## config.mk

```make
export PLATFORM = sky130hd
export DESIGN_NAME = hazard_ctrl
export DESIGN_NICKNAME = d
export VERILOG_FILES = /design/src/rtl/hazard_ctrl.sv
export SDC_FILE = /design/constraint.sdc
export NUM_CORES = 1
export LEC_CHECK = 0
export ABC_AREA = 0
export CAP_MARGIN = 20
export CELL_PAD_IN_SITES_DETAIL_PLACEMENT = 1
export CELL_PAD_IN_SITES_GLOBAL_PLACEMENT = 2
export CORE_UTILIZATION = 42
export CTS_CLUSTER_DIAMETER = 80
export CTS_CLUSTER_SIZE = 16
export DETAILED_ROUTE_END_ITERATION = 6
export DONT_BUFFER_PORTS = 1
export GPL_TIMING_DRIVEN = 1
export MAX_ROUTING_LAYER = met4
export PLACE_DENSITY_LB_ADDON = 0.1
export SLEW_MARGIN = 10
export SYNTH_ARGS = -nofsm -noshare
export SYNTH_HDL_FRONTEND = slang
export SYNTH_SLANG_ARGS = --single-unit
```

## constraint.sdc

```tcl
create_clock -name CLK -period 3.81 [get_ports CLK]
set_input_delay 0.762 -clock CLK [delete_from_list [all_inputs] [get_ports CLK]]
set_output_delay 0.762 -clock CLK [all_outputs]
set_load 0.1 [all_outputs]
```

## src/rtl/hazard_ctrl.sv

```systemverilog
// hazard_ctrl: pipeline hazard controller for the 5-stage RISC-TOY core.
// Tracks the destinations held in ID/EX, EX/MEM and MEM/WB in shadow slots.
// Uses those slots to drive PC/IF-ID enables, IF/ID flush, ID/EX bubble
// and the EX-stage operand forwarding selects.
// Optional build macro: HAZARD_PERF_EN adds saturating stall/flush counters;
// without it STALL_CNT and FLUSH_CNT are tied to zero.
module hazard_ctrl #(
  parameter int ADDR_W = 5,
  parameter int CNT_W  = 16
) (
  input  logic              CLK,
  input  logic              RST,
  input  logic              ID_VALID,
  input  logic              ID_RE1,
  input  logic              ID_RE2,
  input  logic [ADDR_W-1:0] ID_RA1,
  input  logic [ADDR_W-1:0] ID_RA2,
  input  logic              ID_RegWrite,
  input  logic              ID_MemRead,
  input  logic [ADDR_W-1:0] ID_WA,
  input  logic              BR_TAKEN,
  input  logic              MEM_BUSY,
  output logic              PC_EN,
  output logic              IFID_EN,
  output logic              IFID_FLUSH,
  output logic              IDEX_BUBBLE,
  output logic [1:0]        FWD_A,
  output logic [1:0]        FWD_B,
  output logic [CNT_W-1:0]  STALL_CNT,
  output logic [CNT_W-1:0]  FLUSH_CNT
);

  // EX slot keeps the source operands too, since forwarding is resolved there.
  // The load flag is only needed while the producer sits in EX, so the MEM
  // and WB slots carry just valid/regwrite/destination.
  logic              exValid_q, exRegWrite_q, exMemRead_q, exRe1_q, exRe2_q;
  logic [ADDR_W-1:0] exWa_q, exRa1_q, exRa2_q;
  logic              memValid_q, memRegWrite_q;
  logic [ADDR_W-1:0] memWa_q;
  logic              wbValid_q, wbRegWrite_q;
  logic [ADDR_W-1:0] wbWa_q;

  logic       loadUse;
  logic       pcEn, ifidEn, ifidFlush, idexBubble;
  logic [1:0] fwdA, fwdB;

  // Detect a load in EX whose destination is read by the instruction in ID.
  always_comb begin
    loadUse = ID_VALID & exValid_q & exMemRead_q & exRegWrite_q &
              ((ID_RE1 & (ID_RA1 == exWa_q)) | (ID_RE2 & (ID_RA2 == exWa_q)));
  end

  // Pipeline sequencing: memory freeze beats redirect, redirect beats stall.
  always_comb begin
    pcEn       = 1'b1;
    ifidEn     = 1'b1;
    ifidFlush  = 1'b0;
    idexBubble = 1'b0;
    if (MEM_BUSY) begin
      pcEn   = 1'b0;
      ifidEn = 1'b0;
    end else if (BR_TAKEN) begin
      ifidFlush  = 1'b1;
      idexBubble = 1'b1;
    end else if (loadUse) begin
      pcEn       = 1'b0;
      ifidEn     = 1'b0;
      idexBubble = 1'b1;
    end
  end

  // Pick the youngest valid producer of a register the EX instruction reads.
  function automatic logic [1:0] fwdSelect(input logic re, input logic [ADDR_W-1:0] ra,
                                           input logic exV,
                                           input logic memV, input logic memRw,
                                           input logic [ADDR_W-1:0] memWa,
                                           input logic wbV, input logic wbRw,
                                           input logic [ADDR_W-1:0] wbWa);
    logic [1:0] sel;
    sel = 2'b00;
    if (exV & re) begin
      if (memV & memRw & (memWa == ra))     sel = 2'b01;
      else if (wbV & wbRw & (wbWa == ra))   sel = 2'b10;
    end
    return sel;
  endfunction

  // Forwarding selects depend only on slot contents, never on stall state.
  always_comb begin
    fwdA = fwdSelect(exRe1_q, exRa1_q, exValid_q, memValid_q, memRegWrite_q, memWa_q,
                     wbValid_q, wbRegWrite_q, wbWa_q);
    fwdB = fwdSelect(exRe2_q, exRa2_q, exValid_q, memValid_q, memRegWrite_q, memWa_q,
                     wbValid_q, wbRegWrite_q, wbWa_q);
  end

  // Reset forces the pipeline closed regardless of slot state.
  assign PC_EN       = pcEn & ~RST;
  assign IFID_EN     = ifidEn & ~RST;
  assign IFID_FLUSH  = ifidFlush | RST;
  assign IDEX_BUBBLE = idexBubble | RST;
  assign FWD_A       = RST ? 2'b00 : fwdA;
  assign FWD_B       = RST ? 2'b00 : fwdB;

  // Shadow slots advance with the pipeline and hold while memory is busy.
  always_ff @(posedge CLK or posedge RST) begin
    if (RST) begin
      exValid_q     <= 1'b0;
      exRegWrite_q  <= 1'b0;
      exMemRead_q   <= 1'b0;
      exRe1_q       <= 1'b0;
      exRe2_q       <= 1'b0;
      exWa_q        <= '0;
      exRa1_q       <= '0;
      exRa2_q       <= '0;
      memValid_q    <= 1'b0;
      memRegWrite_q <= 1'b0;
      memWa_q       <= '0;
      wbValid_q     <= 1'b0;
      wbRegWrite_q  <= 1'b0;
      wbWa_q        <= '0;
    end else if (!MEM_BUSY) begin
      wbValid_q     <= memValid_q;
      wbRegWrite_q  <= memRegWrite_q;
      wbWa_q        <= memWa_q;
      memValid_q    <= exValid_q;
      memRegWrite_q <= exRegWrite_q;
      memWa_q       <= exWa_q;
      exValid_q     <= ID_VALID & ~idexBubble;
      exRegWrite_q  <= ID_RegWrite;
      exMemRead_q   <= ID_MemRead;
      exRe1_q       <= ID_RE1;
      exRe2_q       <= ID_RE2;
      exWa_q        <= ID_WA;
      exRa1_q       <= ID_RA1;
      exRa2_q       <= ID_RA2;
    end
  end

`ifdef HAZARD_PERF_EN
  localparam logic [CNT_W-1:0] CntOne = {{(CNT_W-1){1'b0}}, 1'b1};

  logic [CNT_W-1:0] stallCnt_q, stallCnt_d, flushCnt_q, flushCnt_d;

  // Count stalls and redirects actually taken, saturating at all-ones.
  always_comb begin
    stallCnt_d = stallCnt_q;
    flushCnt_d = flushCnt_q;
    if (!MEM_BUSY && !BR_TAKEN && loadUse && (stallCnt_q != '1))
      stallCnt_d = stallCnt_q + CntOne;
    if (!MEM_BUSY && BR_TAKEN && (flushCnt_q != '1))
      flushCnt_d = flushCnt_q + CntOne;
  end

  // Counter registers.
  always_ff @(posedge CLK or posedge RST) begin
    if (RST) begin
      stallCnt_q <= '0;
      flushCnt_q <= '0;
    end else begin
      stallCnt_q <= stallCnt_d;
      flushCnt_q <= flushCnt_d;
    end
  end

  assign STALL_CNT = stallCnt_q;
  assign FLUSH_CNT = flushCnt_q;
`else
  assign STALL_CNT = '0;
  assign FLUSH_CNT = '0;
`endif

endmodule

```

Word level (Yosys, flattened, before mapping)
Index checks and enable logic that the tools add are counted.
W data, S select, Z words.
{"block": "totals", "wordCells": 57, "ff_bits": 34, "output_inout_bits": 40, "in_bits": 24}
{"block": "classes", "eq_ne": 6, "n_mux": 16, "bitwise": 21}
{"op": "$eq A5 B5 Y1", "count": 6}
{"op": "$and A1 B1 Y1", "count": 16}
{"op": "$mux W2", "count": 8}
{"op": "$mux W1", "count": 8}
{"op": "$or A1 B1 Y1", "count": 3}
{"op": "$not A1 Y1", "count": 2}

Depth between registers and ports, before layout
{"block": "depth", "depth_word": 9, "depth_mapped": 5, "depth_no_buf": 4}

Worst setup path after synthesis
No wires, ideal clock.
{"block": "synth_timing", "kind": "input to output", "from": "in ID_VALID", "to": "out PC_EN", "t_required_ns": 3.048, "n_path_buf": 1, "arrival_ns": 4.053, "slack_ns": -1.005, "stages": 5, "path_cell_list": "and4_1 > nand3_1 > o22ai_2 > a211oi_1 > buf_4"}
{"block": "synth_between", "elab_chain_len": 8}
{"element": "from (decl)", "line": "13", "rtl": "input logic ID_VALID,"}
{"element": "$and A1 B1 Y1 (4 in a row)", "line": "49", "rtl": "loadUse = ID_VALID & exValid_q & exMemRead_q & exRegWrite_q &"}
{"element": "$mux W1 (3 in a row)"}
{"element": "$and A1 B1 Y1"}
{"element": "to (decl)", "line": "23", "rtl": "output logic PC_EN,"}
Every way passes these cells.

Worst setup path after layout
{"block": "layout_timing", "from": "in ID_VALID", "to": "out IFID_EN"}
{"block": "layout_between", "elab_chain_len": 8}
{"element": "$and A1 B1 Y1 (4 in a row)", "line": "49"}
{"element": "$mux W1", "line": "65", "rtl": "end else if (loadUse) begin"}
{"element": "$mux W1", "line": "62", "rtl": "end else if (BR_TAKEN) begin"}
{"element": "$mux W1", "line": "59", "rtl": "if (MEM_BUSY) begin"}
{"element": "$and A1 B1 Y1", "line": "98", "rtl": "assign IFID_EN = ifidEn & ~RST;"}
{"element": "to (decl)", "line": "24", "rtl": "output logic IFID_EN,"}
Every way passes these cells.

==> impl_metrics.py <==
metrics = {
    "cells_and_area": {
        "n_fill_cell": 491,
        "layout.area.seq_um2": 850.8,
        "final_nets": 200,
        "final_area_um2": 2054,
        "multiInputGateArea_um2": 944.7,
        "final_cells": 229,
        "final_util_pct": 46.86,
        "syn2layout_area_growth_pct": 5.867,
        "layout-drive-gt1-share_pct": 31.07,
        "antennaDiodeCount": 0,
    },
    "timing": {
        "layout_worst_path_cycle_share_pct": 72.45,
        "whs_ns": 0.4680,
        "timing.fmax_mhz": 362.3,
        "rsz0062_at_grt": "false",
        "finalHoldViolCount": 0,
        "layout_min_cycle_time_ns": 2.760,
        "finalWorstSetupSlack_ns": 1.050,
        "fin_skew_ns": 0.005025,
        "setup-tns-final_ns": 0,
        "slew_violations": 0,
        "setup_viol": 0,
    },
    "yosys": {
        "ys_warn_count": 0,
        "syn_inst": 166,
        "synth.most_common_cell": "dfrtp_1",
        "ys_top_cells_by_area": "dfrtp_1, mux2_2, buf_4",
        "synth_top_area_share_pct": 43.84,
        "synth-seq-cells": 34,
        "yosys.area.top_type": "dfrtp_1",
        "synth_enable_flop_cells": 0,
        "synthTopCellsByCount": "dfrtp_1, buf_4, mux2_2",
        "synth_ff_type": "dfrtp_1",
        "ys_types": 22,
        "ys_seq_area_share_pct": 43.84,
        "avgSynthCellArea_um2": 11.69,
        "async_flop_share_pct": 100.0,
        "synth_area_um2": 1941,
    },
    "job": {
        "drv_cap": 0,
    },
    "critical_path": {
        "required_ns": 3.05,
        "arrival_ns": 2.00,
        "worst_setup_path_end_kind": "primary output",
        "crit_path_start_kind": "input port",
        "path_class": "in -> out",
        "crit_path_max_fanout": 3,
    },
    "floorplan": {
        "fp-row-count": 24,
        "fp.dieW_um": 69.98,
        "die_h_um": 69.98,
        "core_um2": 4384,
        "dieArea_um2": 4897,
        "start_util_pct": 44.26,
        "io_pins": 64,
    },
    "clock_tree": {
        "h-tree-depth": 2,
        "cts_tree": "yes",
        "clock_path_buffers": 2,
        "clk_pin_slew_ns": 0.06,
        "numCtsBuffers": 5,
        "cts_num_sinks": 34,
        "cts-root-buf": "clkbuf_8",
        "post_cts_buffers": 0,
        "clk_latency_ns": 0.29,
        "ctsResizeCount": 0,
        "hold_buffers": 0,
    },
    "hold_path": {
        "hp-class": "in -> async",
    },
    "drt": {
        "totalWireLength_um": 3736,
        "ant_nets": 0,
        "via_per_inst": 4.865,
        "dr.pass1.iters": 3,
        "drt_iter0_markers": 31,
        "drc": 0,
        "vias": 1114,
        "wl_per_cell_um": 16.31,
    },
    "power_and_ir_drop": {
        "powerDensity_nw_per_um2": 500.5,
        "total_power_mw": 1.028,
        "leakage_nw": 0.9090,
        "ir_worst_vdd_v": 0.0002747,
    },
    "global_route": {
        "antenna_found_initial": 0,
        "grt_pass1_vias": 1193,
        "met1_usage_pct": 20.65,
        "grt_use_met2_pct": 27.88,
        "grt.busiest_layer": "met2",
        "grt_pass1_wl_um": 6120,
        "grt_overflow": 0,
        "track_usage_pct": 17.15,
        "grtUsageMet3_pct": 4.473,
        "grt_start_max_net_pins": 39,
    },
    "status": {
        "status": "finished, final reports clean",
    },
    "placement": {
        "dp_hpwl_um": 2910,
        "numPlacedInstances": 221,
        "gp_congestion": 0.7262,
        "pre_cts_slack_ns": 1.037,
        "placed_area_um2": 1963,
        "port_buffers": 0,
    },
}
## worst paths after layout
kind,depth (start not counted),slack (ns),endpoint,from
hold reg to reg,1,0.51,exRe2_q,exRe2_q
min in group CLK,1,0.51,exRe2_q,exRe2_q
max in group asynchronous,2,3.02,exRa2_q[3],RST
hold / removal,2,0.47,exMemRead_q,RST
setup / recovery,6,1.05,IFID_EN,ID_VALID
setup reg to reg,4,2.46,exValid_q,exWa_q[4]
## flip-flops by register name, indices dropped and copies added (netlist names), 5 cells and up
register	count
memWa_q	5
exRa2_q	5
wbWa_q	5
exRa1_q	5
exWa_q	5
## final cells by class
type / instances / share of cell area (%)
Inverter: 4 / 0.7308
Tap cell: 52 / 3.167
Clock inverter: 1 / 0.2436
Multi-Input combinational cell: 122 / 45.98
Timing Repair Buffer: 9 / 4.263
Sequential cell: 34 / 41.41
Clock buffer: 7 / 4.202
## power by group
group	total (mW)	leakage, nW	internal (mW)	switching (mW)
clock	0.272	0.0482	0.146	0.127
combinational	0.297	0.459	0.0839	0.213
sequential	0.459	0.402	0.407	0.0524
total	1.03	0.909	0.637	0.392
## cells in the final DEF, fill, tap and decap left out, types with 4 or more instances in the layout
cell and count:
xor2_1 18, xnor2_1 12, conb_1 32, buf_4 8
inv_1 4, nand4_1 4, mux2_2 33, clkbuf_8 6
dfrtp_1 34, nand2_1 4, nor4_1 4
## metal layers
metal | vias to the layer above | share of wire, % | routed length, µm
met4 | 0 | 1.5 | 57
met3 | 5 | 5.2 | 195
met5 | - | 0 | 0
met2 | 43 | 51 | 1923
li1 | 512 | - | -
met1 | 554 | 42 | 1560
## cells by family (layout without fill, tap and decap cells)
kind of cell | Yosys count | count (layout) | synth area share (%)
other | 1 | 32 | 0.1932
buffers and inverters | 41 | 21 | 14.57
AOI/OAI and AO/OA | 5 | 5 | 2.515
and+or+nand+nor | 22 | 22 | 6.189
DFF | 34 | 34 | 43.84
muxes | 33 | 33 | 19.15
xor gates and xnor gates | 30 | 30 | 13.54
## worst max-delay path: stages
cell,delay (ns)
and4_1,0.20
nand3_1,0.09
o22ai_2,0.14
a211oi_4,0.24
buf_4,0.34
buf_16,0.21
No activity file was read; power rests on OpenSTA's default activity.
